`config.mk`:
```
export PLATFORM = sky130hd
export DESIGN_NAME = traffic_signal_monitor
export DESIGN_NICKNAME = d
export VERILOG_FILES = /design/src/rtl/traffic_signal_monitor.sv
export SDC_FILE = /design/constraint.sdc
export NUM_CORES = 1
export LEC_CHECK = 0
export BUFFER_PORTS_ARGS = -buffer_cell sky130_fd_sc_hd__buf_2
export CORE_ASPECT_RATIO = 0.7
export CORE_MARGIN = 4
export CORE_UTILIZATION = 60
export DETAILED_ROUTE_END_ITERATION = 8
export GPL_TIMING_DRIVEN = 1
export PLACE_DENSITY = 0.8
export SLEW_MARGIN = 20
export SYNTH_ARGS = -nofsm -noshare
export SYNTH_HDL_FRONTEND = slang
export SYNTH_SLANG_ARGS = --single-unit
```
`constraint.sdc`:
```
create_clock -name i_clk -period 4.01 [get_ports i_clk]
set_input_delay 0.802 -clock i_clk [delete_from_list [all_inputs] [get_ports i_clk]]
set_output_delay 0.802 -clock i_clk [all_outputs]
set_load 0.05 [all_outputs]
```
`src/rtl/traffic_signal_monitor.sv`:
```
// -----------------------------------------------------------------------------
// traffic_signal_monitor
//
// Watches the 8-bit lane-signal bus from the traffic light controller. It
// decodes the phase, locks onto the S0..S7 sequence, and checks each phase
// change against the legal successor and the dwell window for that phase.
// A sticky fault with a cause code is latched on the first violation.
//
// Ports
//   i_clk          single clock, rising edge
//   i_rst          synchronous active-high reset
//   i_signal[7:0]  lane-signal bus (lane 0 in [7:6]; R=00 Y=01 G=10)
//   i_fault_clr    one-cycle request to clear a latched fault
//   o_phase[2:0]   index of the current accepted phase (S0..S7)
//   o_locked       tracking a verified sequence
//   o_phase_pulse  one-cycle pulse on each accepted phase change
//   o_fault        sticky fault flag
//   o_fault_code   1 illegal pattern, 2 bad successor, 3 dwell short,
//                  4 dwell long
//   o_rotations    completed S7->S0 wraps, modulo 256
//   o_state[1:0]   debug view of the FSM state (0 SYNC, 1 TRACK, 2 FAULT)
// -----------------------------------------------------------------------------
module traffic_signal_monitor #(
  parameter int unsigned GREEN_MIN  = 400000,
  parameter int unsigned GREEN_MAX  = 600000,
  parameter int unsigned YELLOW_MIN = 80000,
  parameter int unsigned YELLOW_MAX = 120000
) (
  input  logic       i_clk,
  input  logic       i_rst,
  input  logic [7:0] i_signal,
  input  logic       i_fault_clr,
  output logic [2:0] o_phase,
  output logic       o_locked,
  output logic       o_phase_pulse,
  output logic       o_fault,
  output logic [2:0] o_fault_code,
  output logic [7:0] o_rotations,
  output logic [1:0] o_state
);

  typedef enum logic [1:0] {
    ST_SYNC  = 2'd0,
    ST_TRACK = 2'd1,
    ST_FAULT = 2'd2
  } state_t;

  localparam logic [31:0] G_MIN = 32'(GREEN_MIN);
  localparam logic [31:0] G_MAX = 32'(GREEN_MAX);
  localparam logic [31:0] Y_MIN = 32'(YELLOW_MIN);
  localparam logic [31:0] Y_MAX = 32'(YELLOW_MAX);

  state_t      r_state;
  logic [7:0]  r_sig_q;
  logic [7:0]  r_sig_prev;
  logic [31:0] r_dwell;
  logic [2:0]  r_phase;
  logic        r_locked;
  logic        r_phase_pulse;
  logic        r_fault;
  logic [2:0]  r_fault_code;
  logic [7:0]  r_rotations;

  logic        w_change;
  logic        w_is_rst;
  logic        w_is_phase;
  logic [2:0]  w_idx;
  logic [2:0]  w_exp_next;
  logic [31:0] w_min;
  logic [31:0] w_max;

  assign w_change   = (r_sig_q != r_sig_prev);
  assign w_exp_next = r_phase + 3'd1;

  // Even phases are greens, odd phases are yellows.
  assign w_min = r_phase[0] ? Y_MIN : G_MIN;
  assign w_max = r_phase[0] ? Y_MAX : G_MAX;

  // Pattern decode of the registered sample.
  always_comb begin
    w_is_rst   = 1'b0;
    w_is_phase = 1'b1;
    w_idx      = 3'd0;
    case (r_sig_q)
      8'h55:   begin w_is_rst = 1'b1; w_is_phase = 1'b0; end
      8'h80:   w_idx = 3'd0;
      8'h50:   w_idx = 3'd1;
      8'h20:   w_idx = 3'd2;
      8'h14:   w_idx = 3'd3;
      8'h08:   w_idx = 3'd4;
      8'h05:   w_idx = 3'd5;
      8'h02:   w_idx = 3'd6;
      8'h41:   w_idx = 3'd7;
      default: w_is_phase = 1'b0;
    endcase
  end

  always_ff @(posedge i_clk) begin
    if (i_rst) begin
      r_state       <= ST_SYNC;
      r_sig_q       <= 8'd0;
      r_sig_prev    <= 8'd0;
      r_dwell       <= 32'd0;
      r_phase       <= 3'd0;
      r_locked      <= 1'b0;
      r_phase_pulse <= 1'b0;
      r_fault       <= 1'b0;
      r_fault_code  <= 3'd0;
      r_rotations   <= 8'd0;
    end else begin
      r_sig_q       <= i_signal;
      r_sig_prev    <= r_sig_q;
      r_phase_pulse <= 1'b0;

      // When a change is seen, r_dwell holds exactly the number of cycles
      // the previous pattern was sampled.
      if (w_change) begin
        r_dwell <= 32'd1;
      end else if (r_dwell != 32'hFFFF_FFFF) begin
        r_dwell <= r_dwell + 32'd1;
      end

      case (r_state)
        ST_SYNC: begin
          if (w_change && w_is_phase) begin
            r_state  <= ST_TRACK;
            r_phase  <= w_idx;
            r_locked <= 1'b1;
          end
        end

        ST_TRACK: begin
          if (w_change) begin
            if (w_is_rst) begin
              r_state  <= ST_SYNC;
              r_locked <= 1'b0;
            end else if (w_is_phase && (w_idx == w_exp_next) &&
                         (r_dwell >= w_min) && (r_dwell <= w_max)) begin
              r_phase       <= w_idx;
              r_phase_pulse <= 1'b1;
              if (r_phase == 3'd7) begin
                r_rotations <= r_rotations + 8'd1;
              end
            end else begin
              r_state  <= ST_FAULT;
              r_fault  <= 1'b1;
              r_locked <= 1'b0;
              if (!w_is_phase) begin
                r_fault_code <= 3'd1;
              end else if (w_idx != w_exp_next) begin
                r_fault_code <= 3'd2;
              end else if (r_dwell < w_min) begin
                r_fault_code <= 3'd3;
              end else begin
                r_fault_code <= 3'd4;
              end
            end
          end else if (r_dwell >= w_max) begin
            // This edge takes the count to MAX+1: pattern held too long.
            r_state      <= ST_FAULT;
            r_fault      <= 1'b1;
            r_locked     <= 1'b0;
            r_fault_code <= 3'd4;
          end
        end

        ST_FAULT: begin
          if (i_fault_clr) begin
            r_state      <= ST_SYNC;
            r_fault      <= 1'b0;
            r_fault_code <= 3'd0;
          end
        end

        default: r_state <= ST_SYNC;
      endcase
    end
  end

  assign o_phase       = r_phase;
  assign o_locked      = r_locked;
  assign o_phase_pulse = r_phase_pulse;
  assign o_fault       = r_fault;
  assign o_fault_code  = r_fault_code;
  assign o_rotations   = r_rotations;
  assign o_state       = r_state;

endmodule

```
# == Word level (Yosys, flattened, before mapping) ==
# Index checks and enable logic that the tools add are counted.
# word_totals
ff_bits,67
in_bits,11
output_inout_bits,19
elab_cells,103
# op_classes
n_addsub,3
magnitude_cmp,4
n_eq_ne,25
muxes,41
bitwise,3
reduce_logical,16
# op_table
op,n
$mux 3,12
$add 32x1->32 const B,1
$ge 32x19->1,1
$ge 32x20->1,1
$le 32x20->1,1
$lt 32x19->1,1
$ne 32x32->1 const B,1
$eq 8x7->1 const B,3
$pmux 3 s7,1
$mux 20,1
$mux 19,1
$mux 1,15
$reduce_and 5->1,3
$mux 2,6
$pmux 3 s2,2
$ne 2x2->1 const B,5
$ne 3x3->1 const B,3
$add 8x1->8 const B,1
$eq 8x2->1 const B,1
$eq 8x3->1 const B,1
$eq 8x4->1 const B,1
$eq 8x5->1 const B,1
$eq 8x6->1 const B,1
$eq 8x8->1 const B,1
other kinds (18),27

# == Longest topological paths before layout ==
# logic_depth
depth_word,10
mapped_depth,10

# == Least setup slack after synthesis ==
# No wires, ideal clock.
# synth_timing
kind,reg-to-reg
startpoint,"register r_phase[0], in the netlist o_phase[0]"
endpoint,"register r_fault_code[0], in the netlist o_fault_code[0]"
setup_time_ns,0.072
arrival_ns,3.187
required_ns,3.938
slack_ns,0.752
path_stages_with_launch,10
n_path_buf,0
period_less_slack_ns,3.258
path_cell_list,dfxtp_1 > inv_1 > ha_1 > a21o_1 > a311oi_1 > nor3b_1 > o21bai_1 > or4_4 > nand3_2 > mux2i_1
# synth_via
elab_chain_cells,9
elab_cells_between_ends,22
# synth_lines
item,line,rtl
from (decl),57,logic [2:0] r_phase;
from (signal assigned),127,r_phase <= w_idx;
from (signal assigned),139,r_phase <= w_idx;
$mux 19,76,assign w_min = r_phase[0] ? Y_MIN : G_MIN;
$lt 32x19->1,152,end else if (r_dwell < w_min) begin
$mux 3,152,
$mux 3,150,end else if (w_idx != w_exp_next) begin
$mux 3,148,if (!w_is_phase) begin
$mux 3,137,end else if (w_is_phase && (w_idx == w_exp_next) &&
$mux 3,134,if (w_is_rst) begin
$mux 3,133,if (w_change) begin
$pmux 3 s2,123,case (r_state)
to (signal assigned),149,r_fault_code <= 3'd1;
to (signal assigned),151,r_fault_code <= 3'd2;
to (signal assigned),153,r_fault_code <= 3'd3;
to (decl),61,logic [2:0] r_fault_code;
# Parallel ways exist; a longest one is shown, timed or not. The select of a mux whose other input is x is not followed.
# A chain may end at the register's enable or synchronous reset.

# == Worst setup path in the final report ==
# Ends and elaborated chain as after synthesis.

==> impl_metrics.csv <==
group,metric,value,unit
setup_path,cp-start-kind,"register",
layout,num_antenna_cells,0,
layout,final_nets,481,
clocking,cts-htree-levels,3,
setup_path,worstSetupEndpointType,"register",
layout,final_cells,534,
place,dp_cells,518,
yosys,ys_types,58,
setup_path,cp_data_arrival_time,3560,ps
clocking,cts_inserted_buffers,9,
floorplan,io_pins,30,
clocking,cts_buffer_depth,2,
timing,grt_setup_unrepaired,"false",
floorplan,dieHeight,73.9,µm
yosys,ys_warn_count,0,
routing,via_count,3175,
place,place.gp.congestion,0.833,
routing,drc,0,
timing,worstMarginPinSlew,1050,ps
yosys,synthArstFlopShare,0,
run,cap_violations,0,
timing,fin_ws,729,ps
place,place_ws,770,ps
global_routing,first_global_vias,2898,
clocking,clockRootBuffer,"clkbuf_8",
global_routing,grt_usage,0.229,
yosys,yosys_most_used_dff,"dfxtp_1",
global_routing,overflow,0,
yosys,synth.most_common_cell,"dfxtp_1",
yosys,yosys-top-cells-area,"dfxtp_1, nor2_1, ha_1",
global_routing,grt_pass1_wl,13700,µm
clocking,cts_tree,"built",
routing,ant_nets,0,
layout,areaGrowthSynthToFinish,10.2,%
run_status,outcome,"complete, no violations",
place,port-buffer-count,29,
global_routing,grt_max_degree,37,
routing,drt-total-wl,7880,µm
clocking,ctsResizeCount,0,
pwr,power_density,357,nW/µm²
yosys,yosysSeqAreaShare,0.360,
global_routing,antenna_found_initial,0,
clocking,ctsHoldBuffers,0,
timing,slew_headroom,0.298,
timing,finalSetupViolations,0,
clocking,clk_latency,350,ps
yosys,synth_common_cells,"dfxtp_1, nor2_1, nand4_1",
routing,dr.pass1.iters,4,
setup_path,path_class,"register to register",
routing,routed_via_density,5.95,
timing,hold_viol,0,
setup_path,r2r_cells,9,
min_path,holdPathStages,2,
clocking,cts.sinks,67,
yosys,syn_inst,433,
clocking,post-cts-setup-buffers,0,
layout,nFillCells,491,
yosys,syn_area_per_cell,8.61,µm²
floorplan,die_w,102,µm
timing,clock_skew,9.46,ps
place,dp_hpwl,5700,µm
floorplan,num_rows,23,
clocking,clkSlewWorstSetupHoldPaths,80,ps
timing,min_period,3280,ps
floorplan,core_area,5870,µm²
yosys,synth_top_area_share,0.360,
yosys,syn_nets,460,
layout,drive_above_1_share,0.142,
pwr,leakage,1.50,nW
routing,wire_per_inst,14.8,µm
yosys,synth_edf_count,0,
timing,tns,0,ps
yosys,ys_ff_latch,67,
pwr,total_power,0.00147,W
pwr,ir_drop,0.000232,V
yosys,yosys.area.top_type,"dfxtp_1",
min_path,hp-class,"register to register",
setup_path,worst-path-max-fanout,11,
floorplan,dieArea,7550,µm²
floorplan,initial_utilization,0.635,
setup_path,cp_data_required_time,4290,ps
timing,period_share,0.818,
timing,maxSlewViolCount,0,
yosys,syn-cell-area,3730,µm²
timing,max_freq,0.305,GHz
routing,dr.first_iter.drc_count,187,
timing,hold-worst-slack,448,ps
==> flip-flops by register name (all words and copies together), names as in the netlist <==
signal	cells
o_state	2
o_fault	1
o_phase	3
o_phase_pulse	1
o_fault_code	3
o_rotations	8
r_dwell	32
r_sig_prev	8
r_sig_q	8
o_locked	1
==> critical path, cell delays in order, from the launching register on <==
cell and delay, ps:
dfxtp_1 600, inv_1 240, ha_1 360, a21o_1 190, a311oi_1 450, nor3b_1 310, o21bai_1 250, or4_4 530
nand3_2 110, mux2i_1 170
==> logic make-up (layout without fill, tap and decap cells) <==
logic type | after synthesis | after routing | synth area share
compound gates | 60 | 60 | 0.124
xor+xnor | 40 | 40 | 0.0940
fa+ha+maj | 16 | 16 | 0.0537
buf+inv | 41 | 67 | 0.0467
flops | 67 | 67 | 0.360
mux | 5 | 5 | 0.0138
simple gates | 204 | 204 | 0.308
==> power breakdown <==
part	internal, W	leakage [nW]	total [W]	switching, W
clock network	0.000370	0.110	0.000635	0.000265
registers	0.000680	0.544	0.000698	0.0000176
logic	0.0000467	0.843	0.000133	0.0000865
==> cell usage in the layout, fill, tap and decap left out, drive strengths merged, types with 7 or more instances in the layout <==
cell type and n:
buf 31, a21oi 19, dfxtp 67, and3 9
ha 16, nor2b 18, nand2 14, nor3 16
nor4 10, nand4 32, inv 21, clkbuf 11
xnor2 20, a211oi 7, nand3 12, xor2 20
nor2 56
==> final cells by class <==
class                      count  area, µm²  area share
multi-input combinational    325       2210       0.538
sequential                    67       1340       0.327
timing repair buffer          31        160      0.0390
clock buffer                  11        141      0.0344
tap                           75       93.8      0.0228
clock inverter                 5       85.1      0.0207
inverter                      20       75.1      0.0183
==> worst paths after layout <==
check                                        to  slack, ps       start
worst min register to register          o_fault        450     o_fault
worst max register to register  o_fault_code[0]        730  o_phase[0]
worst min-delay path                    o_fault        450     o_fault
worst max-delay path            o_fault_code[0]        730  o_phase[0]
==> metrics by stage <==
| step | instance area (µm²) | utilization |
|---|---|---|
| after floorplan | 3730 | - |
| after global placement | 3880 | 0.661 |
| after detailed placement | 3880 | 0.661 |
| after CTS | 4110 | 0.700 |
| after global routing | 4110 | 0.700 |
| final | 4110 | 0.700 |
==> metal layers <==
layer / wire [µm] / global-route usage
met1: 3840 / 0.327
met2: 3380 / 0.335
met3: 600 / 0.0703
met4: 55 / 0.0670
met5: 0 / 0
No activity file was read; power rests on OpenSTA's default activity.
